==> config.mk <==
export PLATFORM = sky130hd
export DESIGN_NAME = hazard_unit
export DESIGN_NICKNAME = d
export VERILOG_FILES = /design/src/rtl/hazard_unit.sv
export SDC_FILE = /design/constraint.sdc
export NUM_CORES = 1
export LEC_CHECK = 0
export CORE_MARGIN = 2
export CORE_UTILIZATION = 32
export DETAILED_ROUTE_END_ITERATION = 16
export PLACE_DENSITY = 0.82
export SLEW_MARGIN = 5
export SYNTH_ARGS = -nofsm -noshare
export SYNTH_HDL_FRONTEND = slang
export SYNTH_SLANG_ARGS = --single-unit
==> constraint.sdc <==
create_clock -name clk_i -period 2.5 [get_ports clk_i]
set_clock_uncertainty 0.15 [all_clocks]
set_input_delay 0.75 -clock clk_i [delete_from_list [all_inputs] [get_ports clk_i]]
set_output_delay 0.75 -clock clk_i [all_outputs]
set_load 0.1 [all_outputs]
==> src/rtl/hazard_unit.sv <==
// Pipeline hazard unit: operand forwarding, load-use and multi-cycle stalls, branch flushes.
// Optional stall performance counter enabled by defining HAZARD_PERF_CNT_EN.
module hazard_unit #(
  parameter int REG_ADDR_WIDTH = 5,
  parameter int MC_LATENCY     = 8
) (
  input  logic                      clk_i,
  input  logic                      rst_n_i,
  input  logic [REG_ADDR_WIDTH-1:0] rs1_d_i,
  input  logic [REG_ADDR_WIDTH-1:0] rs2_d_i,
  input  logic [REG_ADDR_WIDTH-1:0] rs1_e_i,
  input  logic [REG_ADDR_WIDTH-1:0] rs2_e_i,
  input  logic [REG_ADDR_WIDTH-1:0] rd_e_i,
  input  logic [REG_ADDR_WIDTH-1:0] rd_m_i,
  input  logic [REG_ADDR_WIDTH-1:0] rd_w_i,
  input  logic                      reg_write_m_i,
  input  logic                      reg_write_w_i,
  input  logic                      load_e_i,
  input  logic                      pc_src_e_i,
  input  logic                      multicycle_e_i,
  output logic [1:0]                forward1_e_o,
  output logic [1:0]                forward2_e_o,
  output logic                      stall_f_o,
  output logic                      stall_d_o,
  output logic                      stall_e_o,
  output logic                      flush_d_o,
  output logic                      flush_e_o,
  output logic                      bubble_m_o,
  output logic                      mc_done_o,
  output logic [31:0]               stall_cycles_o
);

  typedef enum logic [1:0] {IDLE, BUSY, DONE} mc_state_e;

  localparam logic [7:0] CNT_LOAD = 8'(MC_LATENCY - 2);

  mc_state_e  state_q, state_d;
  logic [7:0] cnt_q, cnt_d;
  logic       lw_stall;
  logic       mc_stall;

  // Memory-stage result is newer than writeback, so it wins; x0 is never forwarded.
  function automatic logic [1:0] fwd_sel(
    input logic [REG_ADDR_WIDTH-1:0] rs,
    input logic [REG_ADDR_WIDTH-1:0] rd_m,
    input logic                      we_m,
    input logic [REG_ADDR_WIDTH-1:0] rd_w,
    input logic                      we_w
  );
    if (we_m && (rd_m == rs) && (rs != '0))      return 2'b01;
    else if (we_w && (rd_w == rs) && (rs != '0)) return 2'b10;
    else                                         return 2'b00;
  endfunction

  assign forward1_e_o = fwd_sel(rs1_e_i, rd_m_i, reg_write_m_i, rd_w_i, reg_write_w_i);
  assign forward2_e_o = fwd_sel(rs2_e_i, rd_m_i, reg_write_m_i, rd_w_i, reg_write_w_i);

  assign lw_stall = load_e_i && (rd_e_i != '0) &&
                    ((rd_e_i == rs1_d_i) || (rd_e_i == rs2_d_i));

  // Stall starts combinationally in the first execute cycle, before the FSM leaves IDLE.
  assign mc_stall = ((state_q == IDLE) && multicycle_e_i) || (state_q == BUSY);

  assign stall_f_o  = lw_stall || mc_stall;
  assign stall_d_o  = lw_stall || mc_stall;
  assign stall_e_o  = mc_stall;
  assign bubble_m_o = mc_stall;
  assign flush_d_o  = pc_src_e_i && !mc_stall;
  assign flush_e_o  = (lw_stall || pc_src_e_i) && !mc_stall;
  assign mc_done_o  = (state_q == DONE);

  // NOTE: every variable assigned in always_comb gets a default first so no latch is inferred.
  always_comb begin
    state_d = state_q;
    cnt_d   = cnt_q;
    unique case (state_q)
      IDLE: begin
        if (multicycle_e_i) begin
          if (MC_LATENCY > 2) begin
            state_d = BUSY;
            cnt_d   = CNT_LOAD;
          end else begin
            state_d = DONE;
          end
        end
      end
      BUSY: begin
        if (cnt_q == 8'd1) begin
          state_d = DONE;
          cnt_d   = '0;
        end else begin
          cnt_d = cnt_q - 8'd1;
        end
      end
      DONE:    state_d = IDLE;
      default: state_d = IDLE;
    endcase
  end

  // NOTE: sequential state uses non-blocking assignments so all flops update together.
  always_ff @(posedge clk_i or negedge rst_n_i) begin
    if (!rst_n_i) begin
      state_q <= IDLE;
      cnt_q   <= '0;
    end else begin
      state_q <= state_d;
      cnt_q   <= cnt_d;
    end
  end

`ifdef HAZARD_PERF_CNT_EN
  logic [31:0] stall_cnt_q;

  always_ff @(posedge clk_i or negedge rst_n_i) begin
    if (!rst_n_i) begin
      stall_cnt_q <= '0;
    end else if (stall_d_o && (stall_cnt_q != 32'hFFFF_FFFF)) begin
      stall_cnt_q <= stall_cnt_q + 32'd1;
    end
  end

  assign stall_cycles_o = stall_cnt_q;
`else
  assign stall_cycles_o = '0;
`endif

endmodule

After elaboration in Yosys (flattened, before gate mapping)
Cells that the tools add are included.
- logic and storage cells: 49
- input port bits: 42
- bits in registers: 10
- output and inout port bits: 43
- multiplexer cells: 10
- reductions and logical operators: 25
- equal/unequal tests: 11
- add/subtract/negate cells: 1
- operators with widths (operator ; number):
    $eq 5x5->1 ; 6
    $mux 8 ; 2
    $pmux 8 s2 ; 1
    $reduce_bool 5->1 ; 3
    $logic_and 1x1->1 ; 13
    $mux 2 ; 6
    $eq 8x1->1 const B ; 1
    $sub 8x1->8 const B ; 1
    $logic_or 1x1->1 ; 4
    $pmux 2 s2 ; 1
    $reduce_and 2->1 ; 2
    $eq 2x1->1 const B ; 1
    $eq 2x2->1 const B ; 1
    $logic_not 2->1 ; 1
    $ne 2x1->1 const B ; 1
    $ne 2x2->1 const B ; 1
    $reduce_bool 2->1 ; 1
    $logic_not 1->1 ; 1

Depth between registers and ports, before layout
- depth in word-level cells: 5
- depth in mapped cells: 6
- mapped depth without buffers: 6

Least setup slack after synthesis
Ideal clock, no wire load.
- kind: input to output
- start: in multicycle_e_i
- end: out flush_e_o
- cell stages on the path: 3
- slack: -2.407 ns
- data arrival time: 4.007 ns
- buffers on the path: 0
- required time: 1.600 ns
- path through: o21bai_1 > inv_1 > o31ai_1
- longest elaborated chain between the ends: 4
- ends and longest elaborated chain (element ; line ; text):
    start: declaration ; 20 ; input logic multicycle_e_i,
    $logic_and 1x1->1 ; 62 ; assign mc_stall = ((state_q == IDLE) && multicycle_e_i) || (state_q == BUSY);
    $logic_or 1x1->1 ; 62 ;
    via bubble_m_o ; 28 ; output logic bubble_m_o,
    $logic_not 1->1 ; 69 ; assign flush_e_o = (lw_stall || pc_src_e_i) && !mc_stall;
    $logic_and 1x1->1 ; 69 ;
    end: declaration ; 27 ; output logic flush_e_o,
The timed path passes the listed nets, and every way through them passes these cells.

Final worst setup path
- start: in rs2_e_i[2]
- end: out forward2_e_o[1]
- longest elaborated chain between the ends: 5
- elaborated cells on any way between the ends: 9
- those cells by class: eq/ne (2); mux (2); reduce/logical (5)
- ends and longest elaborated chain (element ; line ; text):
    start: declaration ; 12 ; input logic [REG_ADDR_WIDTH-1:0] rs2_e_i,
    $eq 5x5->1 ; 51 ; else if (we_w && (rd_w == rs) && (rs != '0)) return 2'b10;
    $logic_and 1x1->1 (2 in series) ; 51 ;
    $mux 2 ; 51 ;
    $mux 2 (*) ; 50 ; if (we_m && (rd_m == rs) && (rs != '0)) return 2'b01;
    end: declaration ; 22 ; output logic [1:0] forward2_e_o,
Mark *: on every way between the ends. The rest lies on a longest branch, timed or not.

==> impl_metrics.tcl <==
set metrics [dict create \
    die_area_sq_um 4380 \
    seq_area_frac_synth 0.202 \
    antenna_cells 0 \
    synth_ff_type "dfrtp_1" \
    drive_gt1_frac 0.436 \
    hold_ws_ns 0.344 \
    antenna_found_initial 0 \
    clockBufferDepth 2 \
    cts_buffers 3 \
    crit_required_ns 1.60 \
    fin_tns_setup_ns -2.62 \
    die_w_um 66.2 \
    critical-path-top-delay-family "simple AND/OR/NAND/NOR gates" \
    wl_per_cell_um 12.5 \
    first_pass_iters 4 \
    syn_inst 147 \
    die_h_um 66.2 \
    leakagePower_nw 0.989 \
    drt_iter0_markers 98 \
    grt_use_total 0.164 \
    ff2ff_path_depth 6 \
    worstReg2RegEnd "cnt_q[6]$_DFFE_PN0P_" \
    worst-path-max-fanout 3 \
    grt_pass1_vias 1257 \
    dpl.hpwl_mm 2.75 \
    grt.overflow.total 0 \
    fin_crit_ns 2.97 \
    place_ws_ns -0.850 \
    yosysTopAreaCellShare 0.206 \
    cts_tree "yes" \
    violations "setup timing" \
    relSlewSlack 0.587 \
    yosys.area.top_type "buf_4" \
    reg2reg_from "cnt_q[1]$_DFFE_PN0P_" \
    hold_buffers 0 \
    period_share 1.19 \
    worstHoldStart "cnt_q[5]$_DFFE_PN0P_" \
    netlist_area_sq_um 1240 \
    wl_mm 3.45 \
    drc_errors 0 \
    worst_slack_ns -0.466 \
    rows 22 \
    hold_end "cnt_q[5]$_DFFE_PN0P_" \
    clock-root-buffer "clkbuf_8" \
    vias_per_cell 4.62 \
    worstSetupStartpointType "primary input" \
    cp.depth 6 \
    drv_slew 0 \
    grt_max_degree 11 \
    fmax_mhz 337 \
    tightest_slew_ns 0.612 \
    h-tree-depth 1 \
    critPathBufInv 2 \
    cp_slowest_cell "or4_4" \
    p_total_mw 1.70 \
    cp_common_cell "nor4_4" \
    endpoint_kind "output port" \
    ys_ff_latch 10 \
    numPortBuffers 52 \
    synth.distinct_cells 32 \
    synthTopCellsByArea "buf_4 (21%), dfrtp_1 (20%), xnor2_1 (11%)" \
    whs_path_depth 1 \
    finalNonFillerCells 275 \
    areaGrowthSynthToFinish_pct 79.1 \
    design.core.area_sq_um 3690 \
    grt_pass1_wl_mm 5.55 \
    path_cells "buf_6 > or4_4 > nor2_4 > nor4_4 > nor4_4 > buf_12" \
    p_per_area_nw_per_um2 767 \
    status "complete, but fails checks" \
    finalWeightedCongestion 0.872 \
    synth_edf_count 0 \
    r2r_slack_ns 0.70 \
    crit_type "in -> out" \
    io_pins 85 \
    vias 1270 \
    arrival_ns 2.07 \
    cap_violations 0 \
    cts.sinks 10 \
    initial_utilization 0.336 \
    synth_warnings 0 \
    ys_async_sr_fraction 1.00 \
    crit_path_max_incr_delay_ns 0.54 \
    drt.antenna.violating_nets 0 \
    dp.cells 265 \
    clk_pin_slew_worst_paths_ns 0.05 \
    hold_viol 0 \
    clk_latency_ns 0.24 \
    vdd_drop_max_mv 0.272 \
    rsz0062_at_grt "true" \
    avgSynthCellArea_sq_um 8.43 \
    setup_viol 7 \
    nets 272 \
    hp-class "reg -> reg" \
]
cells by family (layout without fill, tap and decap cells):
kind of cell,Yosys count,count (layout),synth area share
simple gates,41,41,0.211
buf+inv,39,88,0.221
xor+xnor,30,30,0.212
compound gates,23,23,0.121
flops,10,10,0.202
fa+ha+maj,2,2,0.0202
other cells,1,32,0.00303
mux,1,1,0.00909
sequential cells by signal, summed over array words and instances, names as in the netlist:
name,cells
cnt_q,8
state_q,2
report_power, final:
| part | leakage, nW | internal [mW] | switching [mW] |
|---|---|---|---|
| clock | 0.0288 | 0.138 | 0.0645 |
| combinational | 0.837 | 0.410 | 0.774 |
| sequential | 0.123 | 0.230 | 0.0840 |
routing by layer:
metal	vias up	share of wire	GRT usage
met2	68	0.57	0.334
met5	-	0	0
met1	591	0.32	0.157
li1	600	-	-
met4	0	0.021	0.0459
met3	11	0.089	0.0409
metrics by stage:
step           utilization  area (sq um)
3_5_place_dp         0.556          2050
5_1_grt              0.601          2220
3_3_place_gp         0.556          2050
6_report             0.601          2220
4_1_cts              0.588          2170
2_1_floorplan            -          1470
placed cells by master, fill, tap and decap left out, drive strengths merged, types with 7 or more instances in the layout:
cell type,netlist,layout
dfrtp,10,10
nor2,10,10
clkdlybuf4s50,0,7
dlygate4sd2,0,7
xnor2,16,16
buf,34,53
conb,1,32
nand2,7,7
xor2,14,14
clkbuf,0,10
worst max-delay path by stage:
stage	startpoint	end	slack (ns)
finish	rs2_e_i[2]	forward2_e_o[1]	-0.47
global route	rs2_e_i[2]	forward2_e_o[1]	-0.51
CTS	rs2_e_i[3]	forward2_e_o[1]	-0.58
detailed placement	rs1_e_i[2]	forward1_e_o[1]	-0.85
global placement	rs1_e_i[2]	forward1_e_o[1]	-0.82
floorplan	rs1_e_i[1]	forward1_e_o[1]	-1.07
timing repair:
action | in CTS | in global routing
pin swaps | 30 | 27
setup endpoints to repair | 10 | 9
gates cloned | 0 | 0
buffers inserted | 6 | 3
resized for setup | 107 | 27
hold endpoints to repair | 0 | 0
worst register-to-register path, stage by stage, from the launching register on:
cell	delay, ns
dfrtp_1	0.41
inv_1	0.12
ha_1	0.20
nor3b_1	0.40
a21oi_1	0.13
o21ai_0	0.14
o21ai_0	0.12
cells in the mapped netlist (2+ instances only):
master,number
buf_4,34
xnor2_1,16
xor2_1,14
dfrtp_1,10
nor2_1,8
nand2_1,7
inv_1,5
nand4_1,5
o21ai_0,5
nor3_1,4
nor4_2,4
a21oi_1,3
a22oi_1,3
a31oi_1,3
nand2b_1,3
o31ai_1,3
ha_1,2
nor2_4,2
nor2b_1,2
or4_4,2
final cells by class:
type	instances	area, sq um
clock buffers	4	55.1
fillers	301	1470
inverters	5	26.3
multi-input cells	129	1030
flip-flops and latches	10	250
well taps	48	60.1
repair buffers	79	800
Note: power is estimated with default switching activity, not from simulation.
